### src/rtl/regfile_wr_ctrl.sv
// rtl/regfile_wr_ctrl.sv - register file write-port sequencer: init clear, then round-robin ALU/load writeback
module regfile_wr_ctrl #(
  parameter int DATA_W = 32,
  parameter int ADDR_W = 5,
  parameter int NREG   = 32,
  parameter int CNT_W  = 16
) (
  input  logic              Clk,
  input  logic              Reset,
  input  logic              AluWrReq,
  input  logic [ADDR_W-1:0] AluWrAddr,
  input  logic [DATA_W-1:0] AluWrData,
  output logic              AluWrAck,
  input  logic              MemWrReq,
  input  logic [ADDR_W-1:0] MemWrAddr,
  input  logic [DATA_W-1:0] MemWrData,
  output logic              MemWrAck,
  output logic [ADDR_W-1:0] WrAddr,
  output logic [DATA_W-1:0] DataIn,
  output logic              RegWr,
  output logic              Busy,
  output logic [CNT_W-1:0]  ConflictCnt
);

  typedef enum logic {ST_CLEAR, ST_RUN} state_t;

  localparam logic [ADDR_W:0]  CLR_END = (ADDR_W+1)'(NREG);
  localparam logic [CNT_W-1:0] CNT_MAX = '1;

  state_t              state_q, state_d;
  logic [ADDR_W:0]     cnt_q, cnt_d;
  logic                ptr_q, ptr_d;  // 0: ALU wins the next tie, 1: load wins
  logic                alu_ack_q, alu_ack_d;
  logic                mem_ack_q, mem_ack_d;
  logic                reg_wr_q, reg_wr_d;
  logic [ADDR_W-1:0]   wr_addr_q, wr_addr_d;
  logic [DATA_W-1:0]   data_in_q, data_in_d;
  logic                busy_q, busy_d;
  logic [CNT_W-1:0]    conflict_q, conflict_d;

  logic alu_elig, mem_elig, grant_alu, grant_mem;

  // A requester whose ack is still up was consumed on the previous edge.
  assign alu_elig  = AluWrReq && !alu_ack_q;
  assign mem_elig  = MemWrReq && !mem_ack_q;
  assign grant_alu = alu_elig && (!mem_elig || !ptr_q);
  assign grant_mem = mem_elig && (!alu_elig ||  ptr_q);

  always_comb begin
    state_d    = state_q;
    cnt_d      = cnt_q;
    ptr_d      = ptr_q;
    alu_ack_d  = 1'b0;
    mem_ack_d  = 1'b0;
    reg_wr_d   = 1'b0;
    wr_addr_d  = wr_addr_q;
    data_in_d  = data_in_q;
    busy_d     = busy_q;
    conflict_d = conflict_q;
    case (state_q)
      ST_CLEAR: begin
        if (cnt_q == CLR_END) begin
          state_d = ST_RUN;
          busy_d  = 1'b0;
        end else begin
          reg_wr_d  = 1'b1;
          wr_addr_d = cnt_q[ADDR_W-1:0];
          data_in_d = '0;
          cnt_d     = cnt_q + 1'b1;
          busy_d    = 1'b1;
        end
      end
      ST_RUN: begin
        if (alu_elig && mem_elig && conflict_q != CNT_MAX)
          conflict_d = conflict_q + CNT_W'(1);
        if (grant_alu) begin
          alu_ack_d = 1'b1;
          wr_addr_d = AluWrAddr;
          data_in_d = AluWrData;
          reg_wr_d  = (AluWrAddr != '0);
          ptr_d     = 1'b1;
        end else if (grant_mem) begin
          mem_ack_d = 1'b1;
          wr_addr_d = MemWrAddr;
          data_in_d = MemWrData;
          reg_wr_d  = (MemWrAddr != '0);
          ptr_d     = 1'b0;
        end
      end
    endcase
  end

  always_ff @(posedge Clk) begin
    if (Reset) begin
      state_q    <= ST_CLEAR;
      cnt_q      <= '0;
      ptr_q      <= 1'b0;
      alu_ack_q  <= 1'b0;
      mem_ack_q  <= 1'b0;
      reg_wr_q   <= 1'b0;
      wr_addr_q  <= '0;
      data_in_q  <= '0;
      busy_q     <= 1'b1;
      conflict_q <= '0;
    end else begin
      state_q    <= state_d;
      cnt_q      <= cnt_d;
      ptr_q      <= ptr_d;
      alu_ack_q  <= alu_ack_d;
      mem_ack_q  <= mem_ack_d;
      reg_wr_q   <= reg_wr_d;
      wr_addr_q  <= wr_addr_d;
      data_in_q  <= data_in_d;
      busy_q     <= busy_d;
      conflict_q <= conflict_d;
    end
  end

  assign AluWrAck    = alu_ack_q;
  assign MemWrAck    = mem_ack_q;
  assign RegWr       = reg_wr_q;
  assign WrAddr      = wr_addr_q;
  assign DataIn      = data_in_q;
  assign Busy        = busy_q;
  assign ConflictCnt = conflict_q;

endmodule
### config.mk
export PLATFORM = sky130hd
export DESIGN_NAME = regfile_wr_ctrl
export DESIGN_NICKNAME = d
export VERILOG_FILES = /design/src/rtl/regfile_wr_ctrl.sv
export SDC_FILE = /design/constraint.sdc
export NUM_CORES = 1
export LEC_CHECK = 0
export CAP_MARGIN = 0
export CELL_PAD_IN_SITES_DETAIL_PLACEMENT = 1
export CELL_PAD_IN_SITES_GLOBAL_PLACEMENT = 2
export CORE_AREA = 3 3 111 113
export CTS_BUF_LIST = sky130_fd_sc_hd__clkbuf_8 sky130_fd_sc_hd__clkbuf_16
export DETAILED_ROUTE_END_ITERATION = 10
export DIE_AREA = 0 0 114 116
export PLACE_DENSITY_LB_ADDON = 0.1
export SYNTH_ARGS = -nofsm -noshare
export SYNTH_HDL_FRONTEND = slang
export SYNTH_SLANG_ARGS = --single-unit
export TNS_END_PERCENT = 1
### constraint.sdc
create_clock -name Clk -period 3.4 [get_ports Clk]
set_input_delay 0.68 -clock Clk [delete_from_list [all_inputs] [get_ports Clk]]
set_output_delay 0.68 -clock Clk [all_outputs]
set_load 0.05 [all_outputs]
; Word-level counts from Yosys, hierarchy flattened
; Index checks and enable logic that the tools add are counted.
[word_totals]
ff_bits = 65
inputBits = 78
out_inout_bits = 57
elab_cells = 58
[op_classes]
n_addsub = 2
eq_ne = 4
muxes = 18
bitwise_logic = 2
n_reduce_logical = 22
[op_table]
columns = cell, count
row1 = two-way mux 32 bit, 3
row2 = case mux 32 bit (2 select lines), 1
row3 = "adder 16 x 1 -> 16 bit, second input constant", 1
row4 = "!= test 16 bit, second input constant", 1
row5 = two-way mux 5 bit, 3
row6 = case mux 5 bit (2 select lines), 1
row7 = nonzero test 5 bit, 2
row8 = two-way mux 1 bit, 9
row9 = AND reduction 2 bit, 4
row10 = "adder 6 x 1 -> 6 bit, second input constant", 1
row11 = "== test 6 bit, second input constant", 1
row12 = logical AND 1 bit, 6
row13 = logical NOT 1 bit, 5
row14 = "!= test 3 x 1 -> 1 bit, second input constant", 1
row15 = OR reduction 3 bit, 1
row16 = logical OR 1 bit, 2
row17 = "!= test 2 bit, second input constant", 1
row18 = NOT 1 bit, 2
row19 = case mux 1 bit (2 select lines), 1
row20 = nonzero test 2 bit, 1
row21 = OR reduction 2 bit, 1

; Depth between registers and ports, before layout
; Gate-level depths: netlist of run 1.
[logic_depth]
word_depth = 8
mapped_depth = 7
ltp_nobuf = 5

; Worst setup path after synthesis of run 1
; No wires, ideal clock.
[synth_path]
kind = register to register
startpoint = reg conflict_q[3], in the netlist ConflictCnt[3]
endpoint = reg conflict_q[11], in the netlist ConflictCnt[11]
setup_time_ns = 0.070
arrival_ns = 2.198
required_ns = 3.330
slack_ns = 1.133
path_stages_with_launch = 6
n_path_buf = 1
period_less_slack_ns = 2.267
cell_sequence = dfxtp_1 nand3_1 or4_4 buf_6 or4_1 a21oi_1
[synth_via]
elab_chain_cells = 3
word_cells_on_any_way = 4
cone_classes = 1 x add/sub / 1 x eq/ne / 2 x reduce/logical
[synth_lines]
columns = element, line
row1 = "start, declared", 39  ; logic [CNT_W-1:0] conflict_q, conflict_d;
row2 = "start signal, assigned", 115  ; conflict_q <= conflict_d;
row3 = "parallel branches: the longest is 3 deep, another holds adder 16 x 1 -> 16 bit", --
; Several ways; the timed one is not identified.
; A chain may end at the register's enable or synchronous reset.

; Final worst setup path of run 1
[layout_path]
startpoint = in AluWrReq
endpoint = reg conflict_q[15], in the netlist ConflictCnt[15]
[layout_via]
elab_chain_cells = 4
[layout_lines]
columns = element, line
row1 = "start, declared", 10  ; input logic AluWrReq,
row2 = logical AND 1 bit, 44  ; assign alu_elig = AluWrReq && !alu_ack_q;
row3 = logical AND 1 bit (2 in series), 74  ; if (alu_elig && mem_elig && conflict_q != CNT_MAX)
row4 = AND reduction 2 bit (no source line), --
; No other way between the ends.

==> results.toml, run 1 <==
[cts]
clock_sinks = 65
clock_latency_at_the_later_pin_of_the_worst_skew_pair_ns = 0.33
clk_root_buffer_cell = "clkbuf_16"
cts.reportedPaths.clkPinSlew_ns = 0.06
cts.repair.resized = 0
tritoncts = "yes"
cts_buffers = 9
cts_buffer_depth = 2
cts.htree.levels = 3
post_cts.repair.setup_buffers = 0
cts_hold_buf = 0

[routing]
via_count = 2898
firstDrtPassIters = 4
detail_route.drc_violations = 0
final_wirelength_um = 10100
avgViaCountPerCell = 5.01
ant_nets = 0
drt-initial-drc-count = 77
route.detailed.wl_per_inst_um = 17.4

[placement]
preCtsSetupSlack_ns = 0.572
place.port_buffers = 134
hpwlAfterDp_um = 7450
place.gp.congestion = 0.712
placement.cell_area_sq_mm = 0.00446

[logic_synthesis]
synth_top_cell_area_share_pct = 43.9
async_sr_flop_fraction_pct = 0
ys_dominant_reg_cell = "dfxtp_1"
yosys_register_bits = 65
synth.lib_cells_used.distinct = 48
cells_after_synth = 298
seq_area_frac_synth_pct = 43.9
ys.warnings.count = 0
synth_area_leaders = "dfxtp_1 (44%), mux2i_1 (11%), o2bb2ai_1 (9.4%), or4_1 (3.0%), a21oi_1 (2.7%)"
synth_area_sq_mm = 0.00297
synth_edf_count = 0
syn_nets = 379
synth_top_area_cell = "dfxtp_1"
mean_area_per_synthesized_cell_sq_um = 9.96

[cells_and_area]
num_antenna_cells = 0
growth_of_design_area_from_synthesis_to_finish_pct = 61.6
post-route-cell-area_sq_mm = 0.00479
layout-drive-gt1-share_pct = 8.28
nets = 511

[sta]
period_minus_slack_ns = 2.48
final-setup-viol-count = 0
timing.clock.skew_ns = 0.0100
max_slew.worst_pin.slew_ns = 0.926
timing.max_slew.rel_slack_pct = 37.8
fmaxAchievable_mhz = 403
grt_setup_unrepaired = "false"
layout_worst_path_cycle_share_pct = 73.0
worst_path_setup_slack_after_routing_ns = 0.918
total_negative_setup_slack_ns = 0
maxSlewViolCount = 0
finalHoldViolCount = 0

[die]
core_sq_mm = 0.0114
die_h_um = 116
die-width_um = 114
start_util_pct = 26.0
placementRows = 39
die_area_sq_mm = 0.0132
boundaryPins = 135

[global_routing]
grt_max_degree = 38
first_pass_grt_wire_length_um = 15700
antenna_violations_before_repair = 0
grt_pass1_vias = 2970
final_global_route_overflow_total = 0
global_route.usage.total_pct = 15.1

[pwr]
leakagePower_nw = 1.72
vdd_ir_drop_max_v = 0.000300
power.total_mw = 2.00
cell_pwr_density_mw_per_mm2 = 417

[setup_path]
critical_path_maximum_fanout = 11
timing.setup.critical_path_class = "input pin to flop"
crit_path_start_kind = "input pin"
arrival_ns = 2.70
timing.critical_path.slowest_stage_cell = "or4_4"
cp_data_required_time_ns = 3.62
cp_slowest_stage_delay_ns = 0.66
worstPathCellList = "clkdlybuf4s50_1, nand2b_1, or4_4, nor4_1, mux2_2"
cp-end-kind = "flop"

[min_path]
holdCritPathClass = "flop to flop"

[status]
run_status = "complete, no violations"

[run]
maxCapViolCount = 0
==> flip-flops by register name, indices dropped and copies added, names as in the netlist <==
name,cells
AluWrAck,1
Busy,1
ConflictCnt,16
DataIn,32
MemWrAck,1
RegWr,1
WrAddr,5
cnt_q,6
ptr_q,1
state_q,1
==> path summary, 6_finish.rpt <==
kind / startpoint / endpoint / slack [ns] / depth (start not counted)
min reg2reg: Busy / Busy / 0.45 / 2
max: AluWrReq / ConflictCnt[15] / 0.92 / 5
max reg2reg: cnt_q[0] / WrAddr[2] / 1.31 / 6
min: Busy / Busy / 0.45 / 2
==> critical path: cells and delay by family <==
kind,cells,cell delay (ns)
buffers and inverters,1,0.53
muxes,1,0.37
and+or+nand+nor,3,1.12
==> layer usage <==
| metal | vias to the layer above | global-route usage (%) | part of all wire, % |
|---|---|---|---|
| met5 | - | 0 | 0 |
| met4 | 0 | 5.38 | 1.9 |
| met3 | 15 | 4.28 | 6.0 |
| met2 | 77 | 26.0 | 50 |
| met1 | 1399 | 18.1 | 42 |
| li1 | 1407 | - | - |
==> layout make-up <==
class | count | area, sq um
timing repair buffer | 140 | 1400
clock buffer | 11 | 253
inverter | 9 | 33.8
clock inverter | 5 | 85.1
fill | 1293 | 6620
tap | 143 | 179
multi-input combinational | 205 | 1540
sequential | 65 | 1300
==> where the power goes <==
| part | internal, mW | total (mW) | switching [mW] |
|---|---|---|---|
| logic | 0.114 | 0.180 | 0.0664 |
| registers | 0.767 | 0.774 | 0.00634 |
| clock network | 0.687 | 1.05 | 0.358 |
| total | 1.57 | 2.00 | 0.431 |
==> cells in the mapped netlist (all sizes together), types with 2 or more instances <==
| cell type | n |
|---|---|
| nand2 | 9 |
| nor2 | 8 |
| o211ai | 5 |
| nand3b | 2 |
| or3 | 4 |
| nor4 | 3 |
| o21ai | 10 |
| clkbuf | 7 |
| a21oi | 16 |
| nor3 | 4 |
| o2bb2ai | 32 |
| or2 | 5 |
| or4 | 13 |
| xor2 | 3 |
| a211oi | 4 |
| nand2b | 5 |
| ha | 3 |
| mux2i | 33 |
| a32o | 4 |
| o31ai | 9 |
| nand3 | 8 |
| buf | 12 |
| dfxtp | 65 |
| nand4 | 6 |
| inv | 9 |
| and3b | 2 |
| nor2b | 2 |
==> cells in the final DEF (no fill, tap or decap), types with 2 or more instances in the layout <==
cell type	n
mux2i_1	33
clkdlybuf4s50_1	134
nand4_1	6
o21ai_0	10
or3_1	3
and3b_1	2
nand3_1	8
nand3b_1	2
buf_4	5
nor2_1	8
nand2_1	9
or4_1	12
nor4_1	2
nor3_1	4
o211ai_1	5
o31ai_1	9
a211oi_1	3
clkbuf_16	9
nand2b_1	4
dfxtp_1	65
inv_6	2
bufinv_16	2
o2bb2ai_1	32
inv_1	9
or2_2	5
nor2b_1	2
ha_1	3
xor2_1	3
a32o_1	4
a21oi_1	16
clkbuf_8	2
==> kinds of logic after synthesis <==
| kind of cell | synth area share [%] |
|---|---|
| XOR/XNOR | 1.18 |
| buffers and inverters | 4.43 |
| AO/OA/AOI/OAI | 22.0 |
| AND/OR/NAND/NOR | 15.8 |
| adder cells (fa/ha/maj) | 1.27 |
| flip-flops | 43.9 |
| multiplexers | 11.5 |
==> stage by stage <==
stage	hold WS, ns	utilization [%]	cells
after floorplan	0.471	-	298
after global placement	0.435	39.0	562
after detailed placement	0.440	39.0	562
after CTS	0.457	42.0	578
after global routing	0.474	42.0	578
final	0.450	42.0	578
(Power assumes the default switching activity.)
==> run 2, diff against run 1 <==
CORE_AREA = 3 3 116 118   (was 3 3 111 113)
DIE_AREA = 0 0 119 121   (was 0 0 114 116)
clock period = 2.5 ns   (was 3.4 ns; I/O delays follow)
==> run 2 against run 1 <==
Clock skew shrank 0.0049 ns. Register-to-register slack worse by 0.87 ns. Sequential power increased by 36%. Worst hold slack got worse by 0.0022 ns. Via count shrank 0.48%. Critical endpoint is now ConflictCnt[3]. Worst setup slack got worse by 0.57 ns. Non-clock buffer count increased by 8.
==> results.toml, run 2 (synthesis results as in run 1) <==
[global_routing]
final_global_route_overflow_total = 0
antenna_violations_before_repair = 0
grt_max_degree = 35
first_pass_grt_wire_length_um = 16100
grt_pass1_vias = 3006
global_route.usage.total_pct = 14.2

[setup_path]
cp_slowest_stage_delay_ns = 0.86
crit_path_start_kind = "flop"
cp_data_required_time_ns = 2.00
reg2reg_setup_slack_ns = 0.44
timing.setup.critical_path_class = "flop to output port"
rr_worst_depth = 4
cp_num_cells = 1
critical_path_maximum_fanout = 7
timing.critical_path.slowest_stage_cell = "clkdlybuf4s50_1"
worstPathCellList = "clkdlybuf4s50_1"
cp-end-kind = "output port"
arrival_ns = 1.65
critical-path-top-delay-family = "buffers and inverters"
number_of_buffers_and_inverters_on_the_critical_path = 1

[run]
maxCapViolCount = 0

[routing]
detail_route.drc_violations = 0
via_count = 2884
final_wirelength_um = 9970
avgViaCountPerCell = 4.69
ant_nets = 0
drt-initial-drc-count = 68
firstDrtPassIters = 3
route.detailed.wl_per_inst_um = 16.2

[cts]
cts.reportedPaths.clkPinSlew_ns = 0.05
clock_sinks = 65
cts_hold_buf = 0
cts.htree.levels = 3
cts_buffers = 9
clock_latency_at_the_later_pin_of_the_worst_skew_pair_ns = 0.33
cts.repair.resized = 0
clk_root_buffer_cell = "clkbuf_16"
post_cts.repair.setup_buffers = 0
cts_buffer_depth = 2
tritoncts = "yes"

[cells_and_area]
nets = 519
largest_register_ff_count = 32
final_core_util_pct = 38.6
mostFrequentLayoutCells = "clkdlybuf4s50_1 (134), dfxtp_1 (65), mux2i_1 (33), o2bb2ai_1 (32), a21oi_1 (16)"
growth_of_design_area_from_synthesis_to_finish_pct = 63.7
final_common_cell = "clkdlybuf4s50_1"
num_antenna_cells = 0
layout-drive-gt1-share_pct = 9.26

[sta]
timing.clock.skew_ns = 0.00506
total_negative_setup_slack_ns = 0
finalHoldViolCount = 0
final-setup-viol-count = 0
maxSlewViolCount = 0
timing.max_slew.rel_slack_pct = 62.5
layout_worst_path_cycle_share_pct = 86.2
max_slew.worst_pin.slew_ns = 0.561
grt_setup_unrepaired = "false"
period_minus_slack_ns = 2.15
fmaxAchievable_mhz = 464

[min_path]
holdCritPathClass = "flop to flop"
min_delay_path_depth = 2

[pwr]
vdd_ir_drop_max_v = 0.000215
cell_pwr_density_mw_per_mm2 = 522
leakagePower_nw = 1.75

[die]
placementRows = 41
die_area_sq_mm = 0.0144
start_util_pct = 23.6
core_sq_mm = 0.0126
boundaryPins = 135
die-width_um = 119
die_h_um = 121

[placement]
place.port_buffers = 134
hpwlAfterDp_um = 7500
place.gp.congestion = 0.729

[status]
run_status = "complete, no violations"
==> run 2: cell count changes in the layout (fill, tap and decap cells not counted), sizes merged <==
cell / before / now
clkinv: 0 / 2
buf: 6 / 14
clkbuf: 11 / 10
clkinvlp: 1 / 0
inv: 11 / 12
bufinv: 2 / 1
==> run 2: power breakdown <==
group,internal [mW],switching (mW),leakage [nW]
Sequential,1.04,0.00710,0.525
Combinational,0.159,0.0909,1.07
Clock,0.784,0.451,0.156
==> run 2: area by class of cell <==
type	instances	area (sq um)
Clock buffer	10	239
Sequential cell	65	1300
Clock inverter	6	51.3
Tap cell	172	215
Timing Repair Buffer	148	1470
Multi-Input combinational cell	205	1540
Inverter	9	33.8
Fill cell	1411	7710
==> run 2: metrics by stage <==
step / total power [mW] / hold slack [ns] / worst slack, ns / instances / cell area (sq um)
final: 2.54 / 0.448 / 0.346 / 615 / 4860
after global routing: 2.65 / 0.477 / 0.246 / 615 / 4860
after CTS: 2.60 / 0.455 / 0.329 / 615 / 4860
after detailed placement: 1.33 / 0.443 / 0.0481 / 599 / 4570
after global placement: 1.32 / 0.439 / 0.0832 / 599 / 4570
after floorplan: 1.17 / 0.471 / 0.233 / 298 / 2970
==> run 2: worst paths after layout <==
check,start,to
worst max register to register,ConflictCnt[3],ConflictCnt[15]
worst min-delay path,Busy,Busy
worst max-delay path,ConflictCnt[3],ConflictCnt[3]
worst min register to register,Busy,Busy
==> run 2: metal layers <==
metal  vias up  routed length (um)  GRT usage (%)
met5         -                   0              0
met2        78                4780           23.1
met1      1375                4400           17.0
li1       1415                   -              -
met3        16                 522           3.96
met4         0                 268           7.17
